<file path="config.mk">
export PLATFORM = sky130hd
export DESIGN_NAME = pipe_ifid_reg
export DESIGN_NICKNAME = d
export VERILOG_FILES = /design/src/rtl/pipe_ifid_reg_pkg.sv /design/src/rtl/pipe_perf_cnt.sv /design/src/rtl/pipe_ifid_reg.sv
export SDC_FILE = /design/constraint.sdc
export NUM_CORES = 1
export LEC_CHECK = 0
export ABC_AREA = 1
export CAP_MARGIN = 20
export CORE_MARGIN = 1
export CORE_UTILIZATION = 25
export CTS_CLUSTER_SIZE = 20
export DETAILED_ROUTE_END_ITERATION = 12
export SLEW_MARGIN = 20
export SYNTH_ARGS = -nofsm -noshare
export SYNTH_HDL_FRONTEND = slang
export SYNTH_SLANG_ARGS = --single-unit
</file>
<file path="constraint.sdc">
create_clock -name clock -period 1.8 [get_ports clock]
set_input_delay 0.36 -clock clock [delete_from_list [all_inputs] [get_ports clock]]
set_output_delay 0.36 -clock clock [all_outputs]
set_load 0.01 [all_outputs]
</file>
<file path="src/rtl/pipe_ifid_reg_pkg.sv">
// Shared CPU pipeline definitions: datapath width, bubble instruction and IF/ID warm-up states.
package pipe_ifid_reg_pkg;

    localparam int          DEF_WIDTH   = 32;
    localparam logic [31:0] NOP_INS_DEF = 32'h0000_0000;

    typedef enum logic {
        ST_WARM = 1'b0,
        ST_RUN  = 1'b1
    } ifid_state_e;

endpackage

</file>
<file path="src/rtl/pipe_perf_cnt.sv">
// Free-running wrap counter; increments by one on each cycle inc_i is high, 1-cycle update.
// No backpressure; wraps to zero after the all-ones value.
module pipe_perf_cnt #(
    parameter int CNT_W = 16
) (
    input  logic             clk_i,
    input  logic             rst_ni,
    input  logic             inc_i,
    output logic [CNT_W-1:0] cnt_o
);

    logic [CNT_W-1:0] cnt_q;
    logic [CNT_W-1:0] cnt_d;

    assign cnt_d = inc_i ? cnt_q + CNT_W'(1) : cnt_q;

    always_ff @(posedge clk_i or negedge rst_ni) begin
        if (!rst_ni) begin
            cnt_q <= '0;
        end else begin
            cnt_q <= cnt_d;
        end
    end

    assign cnt_o = cnt_q;

endmodule

</file>
<file path="src/rtl/pipe_ifid_reg.sv">
// IF/ID pipeline register: 1-cycle latency, holds on wpcir=0, squashes on flush, bubbles when imem not ready.
// A one-edge warm-up state absorbs the PC register's duplicate fetch of address 0 after reset.
module pipe_ifid_reg
    import pipe_ifid_reg_pkg::*;
#(
    parameter int               WIDTH   = DEF_WIDTH,
    parameter int               CNT_W   = 16,
    parameter logic [WIDTH-1:0] NOP_INS = WIDTH'(NOP_INS_DEF)
) (
    input  logic             clock,
    input  logic             resetn,
    input  logic [WIDTH-1:0] pc,
    input  logic [WIDTH-1:0] pc4,
    input  logic [WIDTH-1:0] ins,
    input  logic             ivalid,
    input  logic             wpcir,
    input  logic             flush,
    output logic [WIDTH-1:0] dpc,
    output logic [WIDTH-1:0] dpc4,
    output logic [WIDTH-1:0] dins,
    output logic             dvalid,
    output logic             fstall,
    output logic [CNT_W-1:0] cnt_fetch,
    output logic [CNT_W-1:0] cnt_bubble,
    output logic [CNT_W-1:0] cnt_stall
);

    ifid_state_e      state_q, state_d;
    logic [WIDTH-1:0] dpc_q, dpc_d;
    logic [WIDTH-1:0] dpc4_q, dpc4_d;
    logic [WIDTH-1:0] dins_q, dins_d;
    logic             dvalid_q, dvalid_d;
    logic             inc_fetch, inc_bubble, inc_stall;

    always_comb begin
        state_d    = ST_RUN;
        dpc_d      = dpc_q;
        dpc4_d     = dpc4_q;
        dins_d     = dins_q;
        dvalid_d   = dvalid_q;
        inc_fetch  = 1'b0;
        inc_bubble = 1'b0;
        inc_stall  = 1'b0;
        if (state_q == ST_RUN) begin
            // Priority: flush beats stall, stall beats imem-not-ready.
            if (flush) begin
                dins_d     = NOP_INS;
                dvalid_d   = 1'b0;
                inc_bubble = 1'b1;
            end else if (!wpcir) begin
                inc_stall  = 1'b1;
            end else if (!ivalid) begin
                dins_d     = NOP_INS;
                dvalid_d   = 1'b0;
                inc_bubble = 1'b1;
            end else begin
                dpc_d      = pc;
                dpc4_d     = pc4;
                dins_d     = ins;
                dvalid_d   = 1'b1;
                inc_fetch  = 1'b1;
            end
        end
    end

    always_ff @(posedge clock or negedge resetn) begin
        if (!resetn) begin
            state_q  <= ST_WARM;
            dpc_q    <= '0;
            dpc4_q   <= '0;
            dins_q   <= NOP_INS;
            dvalid_q <= 1'b0;
        end else begin
            state_q  <= state_d;
            dpc_q    <= dpc_d;
            dpc4_q   <= dpc4_d;
            dins_q   <= dins_d;
            dvalid_q <= dvalid_d;
        end
    end

    assign dpc    = dpc_q;
    assign dpc4   = dpc4_q;
    assign dins   = dins_q;
    assign dvalid = dvalid_q;
    assign fstall = (state_q == ST_RUN) && !ivalid;

    pipe_perf_cnt #(.CNT_W(CNT_W)) u_cnt_fetch (
        .clk_i  (clock),
        .rst_ni (resetn),
        .inc_i  (inc_fetch),
        .cnt_o  (cnt_fetch)
    );

    pipe_perf_cnt #(.CNT_W(CNT_W)) u_cnt_bubble (
        .clk_i  (clock),
        .rst_ni (resetn),
        .inc_i  (inc_bubble),
        .cnt_o  (cnt_bubble)
    );

    pipe_perf_cnt #(.CNT_W(CNT_W)) u_cnt_stall (
        .clk_i  (clock),
        .rst_ni (resetn),
        .inc_i  (inc_stall),
        .cnt_o  (cnt_stall)
    );

endmodule

</file>
==> impl_metrics.toml <==
[yosys]
synth.most_common_cell = "nand2_1"
synth_warnings = 0
synth-main-ff-cell = "dfrtp_1"
synth_commonest_cells = "nand2_1 (304), dfrtp_1 (146), inv_1 (42), nor2_1 (42), a22o_1 (32)"
syn-cell-area_mm2 = 0.00606
synthTopCellsByArea = "dfrtp_1 (60%), nand2_1 (19%), a22o_1 (4.6%)"
syn_area_per_cell_um2 = 9.03
yosysSeqAreaShare = 0.603
synth_fp_nets = 775
yosysTopAreaCell = "dfrtp_1"
ys_seq_elements = 146
synth-edff-count = 0
synthCells = 671
ys_types = 24
synth.top_cell.area_share = 0.603
async_flop_share = 1.00

[min_path]
hold_class = "input pin to async pin"

[pwr]
total_power_mw = 9.80
ir_drop_v = 0.000516
p_leak_nw = 4.82
power_density_mw_per_mm2 = 992

[grt]
first_global_vias = 5277
overflow = 0
grt_pass1_wl_um = 27500
grt_start_max_net_pins = 49
grt_usage = 0.144
antenna_found_initial = 0

[setup_path]
crit_path_cell_trace = "clkdlybuf4s50_1"
cp_max_fo = 4
worstPathArrival_ns = 1.38
r2r_start = "u_cnt_bubble.cnt_o[0]"
reg2reg_depth = 6
critPathMaxStageDelay_ns = 0.56
cp_slowest_cell = "clkdlybuf4s50_1"
worst_setup_path_end_kind = "output pin"
cp_num_cells = 1
worst_ep_required_time_ns = 1.44
cp_num_buf_inv = 1
critPathLaunch = "u_cnt_stall.cnt_o[14]"
start_kind = "register"
crit_family = "buffers and inverters"
critical_path_class = "register to output pin"

[floorplanning]
coreArea_mm2 = 0.0236
die_x_um = 158
die_h_um = 158
num_rows = 56
dieArea_mm2 = 0.0249
pin_count = 247
start_util = 0.257

[detailed_routing]
vias = 5386
dr.pass1.iters = 4
ant_nets = 0
vias_per_cell = 4.16
wl_um = 17700
drc = 0
drt-wirelength-per-cell_um = 13.6
drt_iter0_markers = 211

[finish]
n_antenna_cell = 0
stdcell_count = 1295
fin_nets = 1067
drive_above_1_share = 0.0922
synthToLayoutAreaGrowth_pct = 63.0

[placement]
placedCellCount = 1245
gp_congestion = 0.798
post-dp-hpwl_um = 12700
io_buffers = 246
dpl_worst_slack_ns = -0.106

[clocking]
clk_latency_ns = 0.42
cts_tree = "yes"
root_buffer = "clkbuf_16"
h-tree-depth = 4
cts_made_buffers = 17
path_clk_slew_ns = 0.07
clock_sinks = 146
clockBufferDepth = 2

[timing]
fmax_mhz = 574
finalSetupViolations = 0
fin_ws_ns = 0.0575
fin_crit_ns = 1.74
finalMaxSlewViolations = 0
rsz0062_at_grt = "no"
hold_violations = 0
clock_skew_ns = 0.0109
min_period_over_period = 0.968

[status]
status = "finished, final reports clean"

[flow_run]
max_cap_viol_count = 0
[layer usage]
layer / GRT usage / wire (µm) / share of wire / vias up
met4: 0.0458 / 192 / 0.011 / 0
met5: 0 / 0 / 0 / -
li1: - / - / - / 2693
met1: 0.173 / 7710 / 0.44 / 2487
met3: 0.0589 / 1770 / 0.10 / 12
met2: 0.231 / 8000 / 0.45 / 194
[flip-flops by register name (all words and copies together) (netlist names)]
register,cells
dins,32
dpc4,32
dpc,32
u_cnt_bubble.cnt_o,16
u_cnt_fetch.cnt_o,16
u_cnt_stall.cnt_o,16
dvalid,1
state_q,1
[cells in the final DEF, fill, tap and decap left out, types with 12 or more instances in the layout]
master	instances
buf_4	39
nor2_1	42
inv_1	42
xnor2_1	17
nand2_1	304
dfrtp_1	139
a22o_1	32
clkdlybuf4s50_1	224
nand3_1	20
nand4_1	12
clkbuf_16	17
dlymetal6s2s_1	12
[through the flow]
stage	TNS (ns)	area, µm²	hold slack, ns	utilization
after CTS	0	9790	0.416	0.415
after global placement	-2.95	9150	0.294	0.387
final	0	9880	0.420	0.418
after global routing	0	9880	0.424	0.418
after detailed placement	-2.75	9150	0.295	0.387
after floorplan	0	6060	0.0644	-
[cell type report]
cell class                 instances  area [µm²]
sequential                       146        3660
clock buffer                      19         443
inverter                          43         161
timing repair buffer             294        2950
clock inverter                    13         125
multi-input combinational        461        2140
tap                              319         399
fill                            2366       13700
[where the power goes]
part           internal [mW]  switching (mW)
registers               3.76           0.377
clock network           1.96            1.48
logic                   1.28           0.943
total                   7.00            2.80
[cells by family (layout without fill, tap and decap cells)]
group,count (synthesis),after routing,share of synthesized area
AO/OA/AOI/OAI,42,42,0.0545
XOR/XNOR,25,25,0.0361
adder cells (fa/ha/maj),3,3,0.00619
buffers and inverters,64,369,0.0438
flip-flops,146,146,0.603
other,1,1,0.000619
AND/OR/NAND/NOR,390,390,0.256
[final timing paths]
kind	endpoint	slack, ns
worst max-delay path	cnt_stall[14]	0.06
worst min register to register	dpc[24]	0.47
max in group asynchronous	dvalid	0.78
min in group clock	dpc[24]	0.47
worst max register to register	u_cnt_bubble.cnt_o[10]	0.30
worst min-delay path	dins[23]	0.42
[timing repair]
action                                 CTS  global route
setup endpoints to repair               21            21
hold buffers                             1             0
endpoints found under the hold margin   28             0
buffers inserted                        10             7
resized for setup                       13            15
(Power assumes the default switching activity.)
==> variant (config.mk and constraints unchanged) <==
`CNT_W` is set to 16 in 2 places; all go to 12.
--- a/src/rtl/pipe_perf_cnt.sv
+++ b/src/rtl/pipe_perf_cnt.sv
@@ -3,3 +3,3 @@
 module pipe_perf_cnt #(
-    parameter int CNT_W = 16
+    parameter int CNT_W = 12
 ) (
--- a/src/rtl/pipe_ifid_reg.sv
+++ b/src/rtl/pipe_ifid_reg.sv
@@ -6,3 +6,3 @@
     parameter int               WIDTH   = DEF_WIDTH,
-    parameter int               CNT_W   = 16,
+    parameter int               CNT_W   = 12,
     parameter logic [WIDTH-1:0] NOP_INS = WIDTH'(NOP_INS_DEF)
Interface: changed (resized cnt_bubble, cnt_fetch and cnt_stall); port bits go from 247 to 235. No check against the original RTL was run, so the function may have changed too.
==> variant against the original RTL <==
Hold slack got worse by 0.021 ns. Die area down 11%. Via count fell by 14%. Wire length shrank 16%. Worst setup slack worse by 0.0025 ns. Design area fell by 11%. Combinational power rose by 4%. Count of clock-buffer cells in the layout did not move. Largest cell class unchanged. Global-route usage down 0.37 points. First-iteration DRC count is 28% lower. Power decreased by 4.1%. Synthesized area is 11% lower. Sequential cell count fell by 12.
==> variant: results (changes against the original RTL) <==
- Post-synthesis sequential area ratio: 61.97% (+1.7 points)
- DP HPWL: 10440 um (-18%)
- Placer congestion estimate: 0.7728 (-3.2%)
- Synth Area in XOR/XNOR: 2.751% (-0.86 points)
- CP Launch Point: u_cnt_fetch.cnt_o[1]$_DFFE_PN0P_
- Unique masters post-synth: 21 (-13%)
- Adder-Cell Fraction of Synth Area: 0.6936% (+0.074 points)
- Critical-path maximum fanout: 4 (unchanged)
- Syn_nets: 678 (-13%)
- # fillers: 2053 (-13%)
- Worst R2R Start: state_q$_DFF_PN0_
- Dpl ws: -0.08366 ns (+0.02194 ns)
- Port-buffer cells: 234 (-4.9%)
- Signal buffers share of area: 29.92% (+0.11 points)
- Clk tree area frac: 6.220% (+0.47 points)
- Layout cells sized above 1: 7.792% (-1.4 points)
- Cells on worst reg2reg path: 6 (unchanged)
- Seq area share: 38.01% (+0.94 points)
- Commonest cells post-synth: 279 x nand2_1, 134 x dfrtp_1, 32 x a22o_1, 32 x inv_1, 19 x nor2_1
- Non-Filler Instances: 1122 (-13%)
- Wire per inst: 13.25 um (-2.9%)
- Worst r2r dst: u_cnt_fetch.cnt_o[11]$_DFFE_PN0P_
- Skew final: 0.008633 ns (-0.002246 ns)
- Multi-input gates: 388 (-16%)
- R2R setup slack: 0.40 ns (+0.10 ns)
- Mapped Cells: 574 (-14%)
- Tmin final: 1.745 ns (+0.002508 ns)
- Num sequential: 134 (-8.2%)
- Pin count of the biggest net entering global routing: 54 (+10%)
- Routing usage on met2: 21.63% (-1.5 points)
- H-tree lvl count: 4 (unchanged)
- CP endpoint: cnt_fetch[1]
- GR Util met1: 17.80% (+0.46 points)
- Critical-path cell with the highest stage delay: clkdlybuf4s50_1
- Final #Nets: 939 (-12%)
- Compound-Gate Fraction of Synth Area: 5.457% (+0.0077 points)
- CP peak stage delay: 0.58 ns (+0.02 ns)
- Violation count after the first detailed-route iteration: 152 (-28%)
- Met3 Use GR: 5.107% (-0.78 points)
- Inverters: 32 (-26%)
- Clk_buf instances: 19 (unchanged)
- Leak: 4.360 nW (-9.6%)
- Multi-input logic area: 1818 sq um (-15%)
- First-pass GRT wire length: 23760 um (-13%)
- Area contributors post-synth: dfrtp_1 62%, nand2_1 19%, a22o_1 5.2%, inv_1 2.2%, xor2_1 1.9%
- Number of global-route vias before repair: 4608 (-13%)
- Maximum vdd drop: 0.0005023 V (-2.6%)
- Plain + repair buffers: 262 (-11%)
- GR Util All Layers: 13.99% (-0.37 points)
- Status: completed
- Vias/cell: 4.119 (-0.97%)
-- variant: where the power goes --
part           internal [mW]  leakage, nW  total [mW]  switching [mW]
clock                   1.92        0.261        3.26            1.33
combinational           1.35         2.37        2.30           0.949
sequential              3.49         1.73        3.84           0.351
-- variant: per-stage QoR --
stage	area, sq um	util (%)	total power [mW]	hold WS, ns	TNS, ns
final	8831	41.75	9.398	0.3984	0
after global routing	8831	41.75	9.952	0.4248	-0.01226
after floorplan	5411	-	4.652	0.06441	0
after detailed placement	8162	38.58	6.119	0.2884	-1.403
after global placement	8162	38.58	6.110	0.2866	-0.5994
after CTS	8731	41.27	9.504	0.3936	0
-- variant: per-layer routing --
layer	share of wire, %	vias up
li1	-	2324
met1	45	2113
met2	45	171
met3	8.7	13
met4	1.2	0
met5	0	-
-- variant: repair_timing --
| item | in CTS | in global routing |
|---|---|---|
| gates resized for setup | 4 | 10 |
| hold endpoints to repair | 29 | 0 |
| hold buffers | 1 | 0 |
| setup endpoints to repair | 5 | 17 |
| buffers inserted | 1 | 10 |
